==> config.mk <==
export PLATFORM = sky130hd
export DESIGN_NAME = sram_arbiter_flat
export DESIGN_NICKNAME = d
export VERILOG_FILES = /design/src/rtl/sram_arbiter_pkg.sv /design/src/rtl/sram_arbiter_if.sv /design/src/rtl/sram_arbiter.sv /design/src/flat_wrapper.sv
export SDC_FILE = /design/constraint.sdc
export NUM_CORES = 1
export LEC_CHECK = 0
export BUFFER_PORTS_ARGS = -buffer_cell sky130_fd_sc_hd__buf_2
export CORE_AREA = 2 2 116 118
export CTS_CLUSTER_DIAMETER = 60
export DETAILED_ROUTE_END_ITERATION = 10
export DIE_AREA = 0 0 118 120
export MAX_ROUTING_LAYER = met4
export PLACE_DENSITY = 0.82
export SLEW_MARGIN = 40
export SYNTH_ARGS = -nofsm -noshare
export SYNTH_HDL_FRONTEND = slang
export SYNTH_SLANG_ARGS = --single-unit
export TNS_END_PERCENT = 20
==> constraint.sdc <==
create_clock -name cpu_clk_50M -period 11.25 [get_ports cpu_clk_50M]
set_input_delay 0 -clock cpu_clk_50M [delete_from_list [all_inputs] [get_ports cpu_clk_50M]]
set_output_delay 0 -clock cpu_clk_50M [all_outputs]
set_load 0.01 [all_outputs]
==> src/rtl/sram_arbiter_pkg.sv <==
`timescale 1ns/1ps
`default_nettype none
// ============================================================================
// Module   : sram_arbiter_pkg
// Brief    : Shared types, encodings and the arbitration helper for sram_arbiter.
// Revision : 1.0 - initial release
// ============================================================================
package sram_arbiter_pkg;

   typedef enum logic [1:0] {
      ST_IDLE   = 2'b00,
      ST_ACCESS = 2'b01,
      ST_WAIT   = 2'b10,
      ST_RESP   = 2'b11
   } state_t;

   typedef enum logic {
      GRANT_I = 1'b0,
      GRANT_D = 1'b1
   } grant_t;

   localparam int c_wait_min = 1;
   localparam int c_wait_max = 15;
   localparam int c_cnt_w    = 4;

   // On a tie the side that did not win last time is served, so neither starves.
   function automatic grant_t pick_winner(input logic i_cand, input logic d_cand,
                                          input grant_t last);
      if (i_cand && d_cand)
         return (last == GRANT_I) ? GRANT_D : GRANT_I;
      else if (d_cand)
         return GRANT_D;
      else
         return GRANT_I;
   endfunction

endpackage
`default_nettype wire

==> src/rtl/sram_arbiter_if.sv <==
`timescale 1ns/1ps
`default_nettype none
// ============================================================================
// Module   : sram_arbiter_if
// Brief    : Requester and SRAM bus bundle around the shared-memory arbiter.
// Revision : 1.0 - initial release
// ============================================================================
interface sram_arbiter_if;
   logic        flush;
   logic        i_req;
   logic [31:0] i_addr;
   logic [31:0] i_rdata;
   logic        i_valid;
   logic        d_req;
   logic [3:0]  d_we;
   logic [31:0] d_addr;
   logic [31:0] d_wdata;
   logic [31:0] d_rdata;
   logic        d_valid;
   logic        stallreq_mem;
   logic        sram_ce;
   logic [3:0]  sram_we;
   logic [31:0] sram_addr;
   logic [31:0] sram_wdata;
   logic [31:0] sram_rdata;

   modport slave (
      input  flush, i_req, i_addr, d_req, d_we, d_addr, d_wdata, sram_rdata,
      output i_rdata, i_valid, d_rdata, d_valid, stallreq_mem,
             sram_ce, sram_we, sram_addr, sram_wdata
   );

   modport master (
      output flush, i_req, i_addr, d_req, d_we, d_addr, d_wdata, sram_rdata,
      input  i_rdata, i_valid, d_rdata, d_valid, stallreq_mem,
             sram_ce, sram_we, sram_addr, sram_wdata
   );
endinterface
`default_nettype wire

==> src/rtl/sram_arbiter.sv <==
`timescale 1ns/1ps
`default_nettype none
// ============================================================================
// Module   : sram_arbiter
// Brief    : Shares one single-port synchronous SRAM between fetch and data sides.
// Revision : 1.0 - initial release
// ============================================================================
module sram_arbiter
   import sram_arbiter_pkg::*;
#(
   parameter int WAIT_CYCLES = 1
) (
   input  wire           cpu_clk_50M,
   input  wire           cpu_rst,
   sram_arbiter_if.slave bus
);

   generate
      if (WAIT_CYCLES < c_wait_min || WAIT_CYCLES > c_wait_max) begin : g_wait_range_err
         $error("sram_arbiter: WAIT_CYCLES must lie in 1..15");
      end
   endgenerate

   localparam logic [c_cnt_w-1:0] c_wait_load = c_cnt_w'(WAIT_CYCLES);

   state_t               r_state;
   grant_t               r_grant;
   grant_t               r_last_grant;
   logic [31:2]          r_addr;
   logic [3:0]           r_we;
   logic [31:0]          r_wdata;
   logic [c_cnt_w-1:0]   r_cnt;
   logic [31:0]          r_i_rdata;
   logic [31:0]          r_d_rdata;
   logic                 r_i_flushed;

   state_t               w_state_nxt;
   grant_t               w_grant_nxt;
   logic                 w_i_cand;
   logic                 w_grant_take;
   logic                 w_capture;
   logic                 w_sram_ce;
   logic                 w_i_valid;
   logic                 w_d_valid;

   always_ff @(posedge cpu_clk_50M or posedge cpu_rst) begin
      if (cpu_rst)
         r_state <= ST_IDLE;
      else
         r_state <= w_state_nxt;
   end

   always_comb begin
      w_state_nxt  = r_state;
      w_grant_nxt  = r_grant;
      w_i_cand     = bus.i_req & ~bus.flush;
      w_grant_take = 1'b0;
      w_capture    = 1'b0;
      w_sram_ce    = 1'b0;
      w_i_valid    = 1'b0;
      w_d_valid    = 1'b0;
      case (r_state)
         ST_IDLE: begin
            if (w_i_cand || bus.d_req) begin
               w_grant_take = 1'b1;
               w_grant_nxt  = pick_winner(w_i_cand, bus.d_req, r_last_grant);
               w_state_nxt  = ST_ACCESS;
            end
         end
         ST_ACCESS: begin
            w_sram_ce   = 1'b1;
            w_state_nxt = ST_WAIT;
         end
         ST_WAIT: begin
            if (r_cnt == c_cnt_w'(1)) begin
               w_capture   = 1'b1;
               w_state_nxt = ST_RESP;
            end
         end
         ST_RESP: begin
            w_i_valid   = (r_grant == GRANT_I) & ~r_i_flushed & ~bus.flush;
            w_d_valid   = (r_grant == GRANT_D);
            w_state_nxt = ST_IDLE;
         end
         default: w_state_nxt = ST_IDLE;
      endcase
   end

   always_ff @(posedge cpu_clk_50M or posedge cpu_rst) begin
      if (cpu_rst) begin
         r_grant      <= GRANT_I;
         r_last_grant <= GRANT_I;
         r_addr       <= '0;
         r_we         <= '0;
         r_wdata      <= '0;
         r_cnt        <= '0;
         r_i_rdata    <= '0;
         r_d_rdata    <= '0;
         r_i_flushed  <= 1'b0;
      end else begin
         if (w_grant_take) begin
            r_grant     <= w_grant_nxt;
            r_i_flushed <= 1'b0;
            if (w_grant_nxt == GRANT_D) begin
               r_addr  <= bus.d_addr[31:2];
               r_we    <= bus.d_we;
               r_wdata <= bus.d_wdata;
            end else begin
               r_addr  <= bus.i_addr[31:2];
               r_we    <= '0;
            end
         end

         if (r_state == ST_ACCESS)
            r_cnt <= c_wait_load;
         else if (r_state == ST_WAIT)
            r_cnt <= r_cnt - c_cnt_w'(1);

         // A flushed fetch still runs on the SRAM; only its completion is hidden.
         if ((r_state == ST_ACCESS || r_state == ST_WAIT) &&
             r_grant == GRANT_I && bus.flush)
            r_i_flushed <= 1'b1;

         if (w_capture) begin
            if (r_grant == GRANT_D)
               r_d_rdata <= bus.sram_rdata;
            else
               r_i_rdata <= bus.sram_rdata;
         end

         if (r_state == ST_RESP)
            r_last_grant <= r_grant;
      end
   end

   assign bus.sram_ce      = w_sram_ce;
   assign bus.sram_we      = (w_sram_ce && r_grant == GRANT_D) ? r_we : 4'b0000;
   assign bus.sram_addr    = {r_addr, 2'b00};
   assign bus.sram_wdata   = r_wdata;
   assign bus.i_rdata      = r_i_rdata;
   assign bus.d_rdata      = r_d_rdata;
   assign bus.i_valid      = w_i_valid;
   assign bus.d_valid      = w_d_valid;
   assign bus.stallreq_mem = (bus.i_req & ~w_i_valid & ~bus.flush) |
                             (bus.d_req & ~w_d_valid);

endmodule
`default_nettype wire

==> src/flat_wrapper.sv <==
// flat-port wrapper written by rule: the top's interface ports become plain ports
module sram_arbiter_flat import sram_arbiter_pkg::*;
#(
   parameter int WAIT_CYCLES = 1
)
  (cpu_clk_50M, cpu_rst, bus_flush, bus_i_req, bus_i_addr, bus_d_req, bus_d_we, bus_d_addr, bus_d_wdata, bus_sram_rdata, bus_i_rdata, bus_i_valid, bus_d_rdata, bus_d_valid, bus_stallreq_mem, bus_sram_ce, bus_sram_we, bus_sram_addr, bus_sram_wdata);
  sram_arbiter_if bus_i ();
  input  wire cpu_clk_50M;
  input  wire cpu_rst;
  input wire logic [$bits(bus_i.flush)-1:0] bus_flush;
  input wire logic [$bits(bus_i.i_req)-1:0] bus_i_req;
  input wire logic [$bits(bus_i.i_addr)-1:0] bus_i_addr;
  input wire logic [$bits(bus_i.d_req)-1:0] bus_d_req;
  input wire logic [$bits(bus_i.d_we)-1:0] bus_d_we;
  input wire logic [$bits(bus_i.d_addr)-1:0] bus_d_addr;
  input wire logic [$bits(bus_i.d_wdata)-1:0] bus_d_wdata;
  input wire logic [$bits(bus_i.sram_rdata)-1:0] bus_sram_rdata;
  output wire logic [$bits(bus_i.i_rdata)-1:0] bus_i_rdata;
  output wire logic [$bits(bus_i.i_valid)-1:0] bus_i_valid;
  output wire logic [$bits(bus_i.d_rdata)-1:0] bus_d_rdata;
  output wire logic [$bits(bus_i.d_valid)-1:0] bus_d_valid;
  output wire logic [$bits(bus_i.stallreq_mem)-1:0] bus_stallreq_mem;
  output wire logic [$bits(bus_i.sram_ce)-1:0] bus_sram_ce;
  output wire logic [$bits(bus_i.sram_we)-1:0] bus_sram_we;
  output wire logic [$bits(bus_i.sram_addr)-1:0] bus_sram_addr;
  output wire logic [$bits(bus_i.sram_wdata)-1:0] bus_sram_wdata;
  assign bus_i.flush = bus_flush;
  assign bus_i.i_req = bus_i_req;
  assign bus_i.i_addr = bus_i_addr;
  assign bus_i.d_req = bus_d_req;
  assign bus_i.d_we = bus_d_we;
  assign bus_i.d_addr = bus_d_addr;
  assign bus_i.d_wdata = bus_d_wdata;
  assign bus_i.sram_rdata = bus_sram_rdata;
  assign bus_i_rdata = bus_i.i_rdata;
  assign bus_i_valid = bus_i.i_valid;
  assign bus_d_rdata = bus_i.d_rdata;
  assign bus_d_valid = bus_i.d_valid;
  assign bus_stallreq_mem = bus_i.stallreq_mem;
  assign bus_sram_ce = bus_i.sram_ce;
  assign bus_sram_we = bus_i.sram_we;
  assign bus_sram_addr = bus_i.sram_addr;
  assign bus_sram_wdata = bus_i.sram_wdata;
  sram_arbiter #(.WAIT_CYCLES(WAIT_CYCLES)) u_core (.cpu_clk_50M(cpu_clk_50M), .cpu_rst(cpu_rst), .bus(bus_i));
endmodule
; Yosys cells after proc, flatten, opt, wreduce, memory -nomap -nowiden
; Cells that the tools add are included.
[word_totals]
reg_bits = 139
inputBits = 137
out_inout_bits = 136
elab_cells = 64
[classes]
add_sub_neg = 1
eq_ne = 6
n_mux = 22
n_bitwise = 12
reduce_logical = 13
[ops]
columns = cell, n
row1 = 30-bit 2-to-1 mux, 1
row2 = 4-bit 2-to-1 mux, 4
row3 = 1-bit 2-to-1 mux, 14
row4 = 2-bit case mux with 4 select lines, 1
row5 = 2-bit AND reduction, 4
row6 = 1-bit AND, 6
row7 = 1-bit NOT, 5
row8 = 2-bit equality test (second input constant), 2
row9 = 4-bit by 1-bit equality test with 1-bit output (second input constant), 1
row10 = 1-bit logical AND, 4
row11 = 2-bit 2-to-1 mux, 2
row12 = 2-bit by 1-bit != test with 1-bit output (second input constant), 2
row13 = 2-bit nonzero test, 2
row14 = 4-bit by 1-bit subtractor with 4-bit output (second input constant), 1
row15 = 2-bit by 1-bit equality test with 1-bit output (second input constant), 1
row16 = 2-bit logical NOT, 1
row17 = 1-bit logical OR, 2
row18 = 1-bit OR, 1

; Logic depth before layout (Yosys ltp)
[depth]
ltp_word = 8
ltp_mapped = 7
mapped_depth_nobuf = 5

; Least setup slack after synthesis
; Ideal clock, no wire load.
[synth_path]
path_type = register to register
start = register u_core.r_state[0]
end = register u_core.r_i_rdata[0], in the netlist u_core.bus.i_rdata[0]
setup_time_ns = 0.125
arrival_ns = 1.682
required_ns = 11.125
setup_slack_ns = 9.444
stages_incl_launch_ff = 7
n_path_buf = 1
period_less_slack_ns = 1.806
cell_sequence = dfrtp_1 -> inv_1 -> ha_1 -> nand3_1 -> nor3_1 -> buf_2 -> mux2_2
[synth_between]
elab_chain_len = 3
[synth_rtl]
columns = element, line_no
row1 = from (decl), sram_arbiter.sv:26  ; state_t r_state;
row2 = from (signal assigned), sram_arbiter.sv:50  ; r_state <= w_state_nxt;
row3 = 2-bit equality test, sram_arbiter.sv:62  ; case (r_state)
row4 = 1-bit 2-to-1 mux, sram_arbiter.sv:62
row5 = 2-bit AND reduction (no source line), --
row6 = to (signal assigned), sram_arbiter.sv:128  ; r_i_rdata <= bus.sram_rdata;
row7 = to (decl), sram_arbiter.sv:33  ; logic [31:0] r_i_rdata;
; Every way passes these cells.
; A chain may end at the register's enable or synchronous reset.

; Worst setup path in the final report
[layout_path]
start = input bus_flush
end = register u_core.r_addr[19] in the netlist's numbering
[layout_between]
elab_chain_len = 7
[layout_rtl]
columns = element, line_no
row1 = from (decl), flat_wrapper.sv:10  ; input wire logic [$bits(bus_i.flush)-1:0] bus_flush;
row2 = 1-bit NOT (*), sram_arbiter.sv:56  ; w_i_cand = bus.i_req & ~bus.flush;
row3 = 1-bit AND (*), sram_arbiter.sv:56
row4 = 1-bit logical AND, sram_arbiter_pkg.sv:29  ; if (i_cand && d_cand)
row5 = 1-bit 2-to-1 mux, sram_arbiter_pkg.sv:29
row6 = 1-bit 2-to-1 mux, sram_arbiter.sv:64  ; if (w_i_cand || bus.d_req) begin
row7 = 1-bit 2-to-1 mux, sram_arbiter.sv:62
row8 = 30-bit 2-to-1 mux, sram_arbiter.sv:104  ; if (w_grant_nxt == GRANT_D) begin
row9 = to (signal assigned), sram_arbiter.sv:105  ; r_addr <= bus.d_addr[31:2];
row10 = to (signal assigned), sram_arbiter.sv:109  ; r_addr <= bus.i_addr[31:2];
row11 = to (decl), sram_arbiter.sv:29  ; logic [31:2] r_addr;
; Every way passes the cells marked *; elsewhere a longest branch is shown, timed or not.

==> flow_metrics.tcl <==
set metrics [dict create \
    fin_crit_sh 0.240 \
    hold_buffers 130 \
    powerDensity_nw_per_um2 273 \
    muxShareOfSynthArea 0.197 \
    cp_data_required_time_ns 11.54 \
    skew_ns 0.00548 \
    reg2reg_slack_ns 8.71 \
    synth_compound_area_frac 0.0753 \
    synth_edf_count 0 \
    stdcell_count 1029 \
    area_growth_pct 60.4 \
    place_inst 867 \
    vias 5094 \
    synth_simple_gate_area_frac 0.0658 \
    postSynthAreaPerCell_um2 12.7 \
    antenna_cells 0 \
    synth_fa_ha_area_frac 0.0155 \
    io_pins 273 \
    wl_met2_mm 8.89 \
    hold_depth 3 \
    grt_pass1_vias 5520 \
    start_util 0.435 \
    min_period_ns 2.70 \
    status "completed" \
    clk_path_buf_depth 2 \
    dieArea_um2 14200 \
    dp.final_hpwl_mm 9.83 \
    r2r_end "u_core.r_addr[19]$_DFFE_PP0P_" \
    drc_errors 0 \
    syn_area_um2 5650 \
    nets 984 \
    wl_mm 16.8 \
    critPathLaunch "bus_flush" \
    critPathLaunchType "input port" \
    numCtsBuffers 17 \
    cp_data_arrival_time_ns 2.99 \
    cap_violations 0 \
    cts_resized 0 \
    grt_max_degree 90 \
    top_layer "met4" \
    dieWidth_um 118 \
    gr-usage-all-layers 0.249 \
    rows 42 \
    synthXorXnorAreaFrac 0 \
    cts_sinks 139 \
    yosys.area.top_type "dfrtp_1" \
    critPathCaptureType "flop" \
    grt_overflow_total 0 \
    rsz0062_at_grt "false" \
    setup_violations 0 \
    critPathMaxFanout 30 \
    drt-met1-wl_mm 6.37 \
    ys_seq_area_frac 0.616 \
    gp_congestion 0.768 \
    clk_pin_slew_ns 0.06 \
    synth_top_area_frac 0.616 \
    drive_above_1_share 0.477 \
    worstRegToRegCells 6 \
    routed_via_density 4.95 \
    tightest_slew_ns 0.690 \
    setup_tns_ns 0 \
    tritoncts "done" \
    fmax_mhz 370 \
    antenna_found_initial 0 \
    core-area_um2 13000 \
    wl_per_cell_um 16.3 \
    drtIter0Drc 305 \
    grt_pass1_wl_mm 26.8 \
    port_buffers 266 \
    cts-root-buf "clkbuf_16" \
    post_cts_buffers 0 \
    synthArstFlopShare 1.00 \
    critPathCapture "u_core.r_addr[19]$_DFFE_PP0P_" \
    finalMaxSlewViolations 0 \
    hold_path_class "in -> reg" \
    drtPass1Iterations 6 \
    synthTopCellsByArea "dfrtp_1, mux2_2, a21oi_1" \
    yosys.cell_types.count 32 \
    slew_headroom 0.540 \
    leakage_nw 4.50 \
    htreeDepth 4 \
    detail-route-antenna-nets 0 \
    synth-main-ff-cell "dfrtp_1" \
    ys_warn_count 0 \
    ys_ff_latch 139 \
    nFillCells 887 \
    die_h_um 120 \
    crit_type "in -> reg" \
    vdd_drop_max_mv 0.149 \
    r2r_start "u_core.r_state[1]$_DFFE_PP0P_" \
    synthesis.instances 445 \
    synth_top_family_by_area "multiplexers" \
    hold_viol_final 0 \
    p_total_mw 2.48 \
    clk_latency_ns 0.40 \
    met3_length_mm 1.11 \
]
[cell families (layout without fill, tap and decap cells)]
| kind of cell | count (synthesis) | count (layout) |
|---|---|---|
| flip-flops | 139 | 139 |
| buffers and inverters | 34 | 441 |
| multiplexers | 98 | 98 |
| AO/OA/AOI/OAI | 78 | 78 |
| other | 1 | 2 |
| adder cells (fa/ha/maj) | 7 | 7 |
| AND/OR/NAND/NOR | 88 | 88 |
[Yosys cell counts, types with 2 or more instances]
| library cell | count |
|---|---|
| dfrtp_1 | 139 |
| mux2_2 | 95 |
| a21oi_1 | 64 |
| nand2_1 | 35 |
| nor2_1 | 35 |
| buf_2 | 11 |
| clkbuf_1 | 10 |
| ha_1 | 7 |
| inv_1 | 7 |
| and3_1 | 5 |
| a22o_1 | 4 |
| buf_6 | 3 |
| nand3_1 | 3 |
| nor2b_1 | 3 |
| o21ai_0 | 3 |
| buf_4 | 2 |
| mux2_4 | 2 |
| nor3_1 | 2 |
| o21a_1 | 2 |
[power breakdown]
group / total [mW] / switching (mW) / internal (mW)
Clock: 0.569 / 0.203 / 0.366
Sequential: 0.890 / 0.139 / 0.751
Combinational: 1.02 / 0.485 / 0.533
Total: 2.48 / 0.828 / 1.65
[worst max-delay path: stages]
cell,delay (ns)
dlygate4sd3_1,0.55
buf_2,0.14
nor2b_1,0.54
nand3_2,0.71
nand2_1,0.33
a21oi_1,0.12
dlygate4sd3_1,0.58
[routing by layer]
metal | global-route usage | vias to the layer above
met5 | - | -
met4 | 0.0986 | 0
met3 | 0.0637 | 43
met2 | 0.444 | 273
met1 | 0.265 | 2450
li1 | - | 2328
[final cells by class]
class / instances / area (µm²) / area share
clock buffer: 21 / 470 / 0.0519
tap: 176 / 220 / 0.0243
sequential: 139 / 3480 / 0.384
inverter: 7 / 33.8 / 0.00373
timing repair buffer: 402 / 2690 / 0.297
clock inverter: 11 / 141 / 0.0156
multi-input combinational: 273 / 2030 / 0.224
[worst min path at each step]
stage	start	endpoint	slack (ns)
after global placement	cpu_rst	u_core.bus.sram_wdata[6]$_DFFE_PP0P_	0.22
after floorplan	bus_flush	bus_i_valid	0.05
after detailed placement	cpu_rst	u_core.bus.sram_wdata[6]$_DFFE_PP0P_	0.22
after global routing	bus_d_req	u_core.r_state[0]$_DFFE_PP0P_	0.16
after CTS	bus_d_req	u_core.r_state[0]$_DFFE_PP0P_	0.13
final	bus_d_req	u_core.r_state[0]$_DFFE_PP0P_	0.15
[sequential cells by signal (all words and copies together) (netlist names), 2 cells and up]
register and count:
u_core.r_we 4, u_core.bus.d_rdata 32, u_core.r_addr 30, u_core.r_state 2, u_core.r_cnt 4, u_core.bus.sram_wdata 32
u_core.bus.i_rdata 32
[per-stage QoR]
step	setup WS (ns)	hold WS, ns	util	area (µm²)
2_1_floorplan	7.53	0.0475	-	5650
3_3_place_gp	8.94	0.217	0.548	7110
3_5_place_dp	9.29	0.222	0.551	7150
4_1_cts	8.75	0.133	0.698	9060
5_1_grt	8.46	0.161	0.698	9060
6_report	8.55	0.150	0.698	9060
[cell usage in the layout, fill, tap and decap left out, types with 2 or more instances in the layout]
cell type,netlist,layout
clkbuf_16,0,17
a21oi_1,64,64
buf_4,2,4
clkinv_2,0,4
buf_8,0,2
a22o_1,4,4
nor2b_1,3,3
dfrtp_1,139,139
nand2_1,35,35
bufinv_16,0,3
buf_2,11,266
clkbuf_8,0,3
dlygate4sd3_1,0,130
clkinvlp_4,0,3
mux2_4,2,2
mux2_2,95,95
conb_1,1,2
o21ai_0,3,3
nor2_1,35,35
nand3_1,3,2
ha_1,7,7
and3_1,5,4
inv_1,7,6
Power figures use the tool's default switching activity.
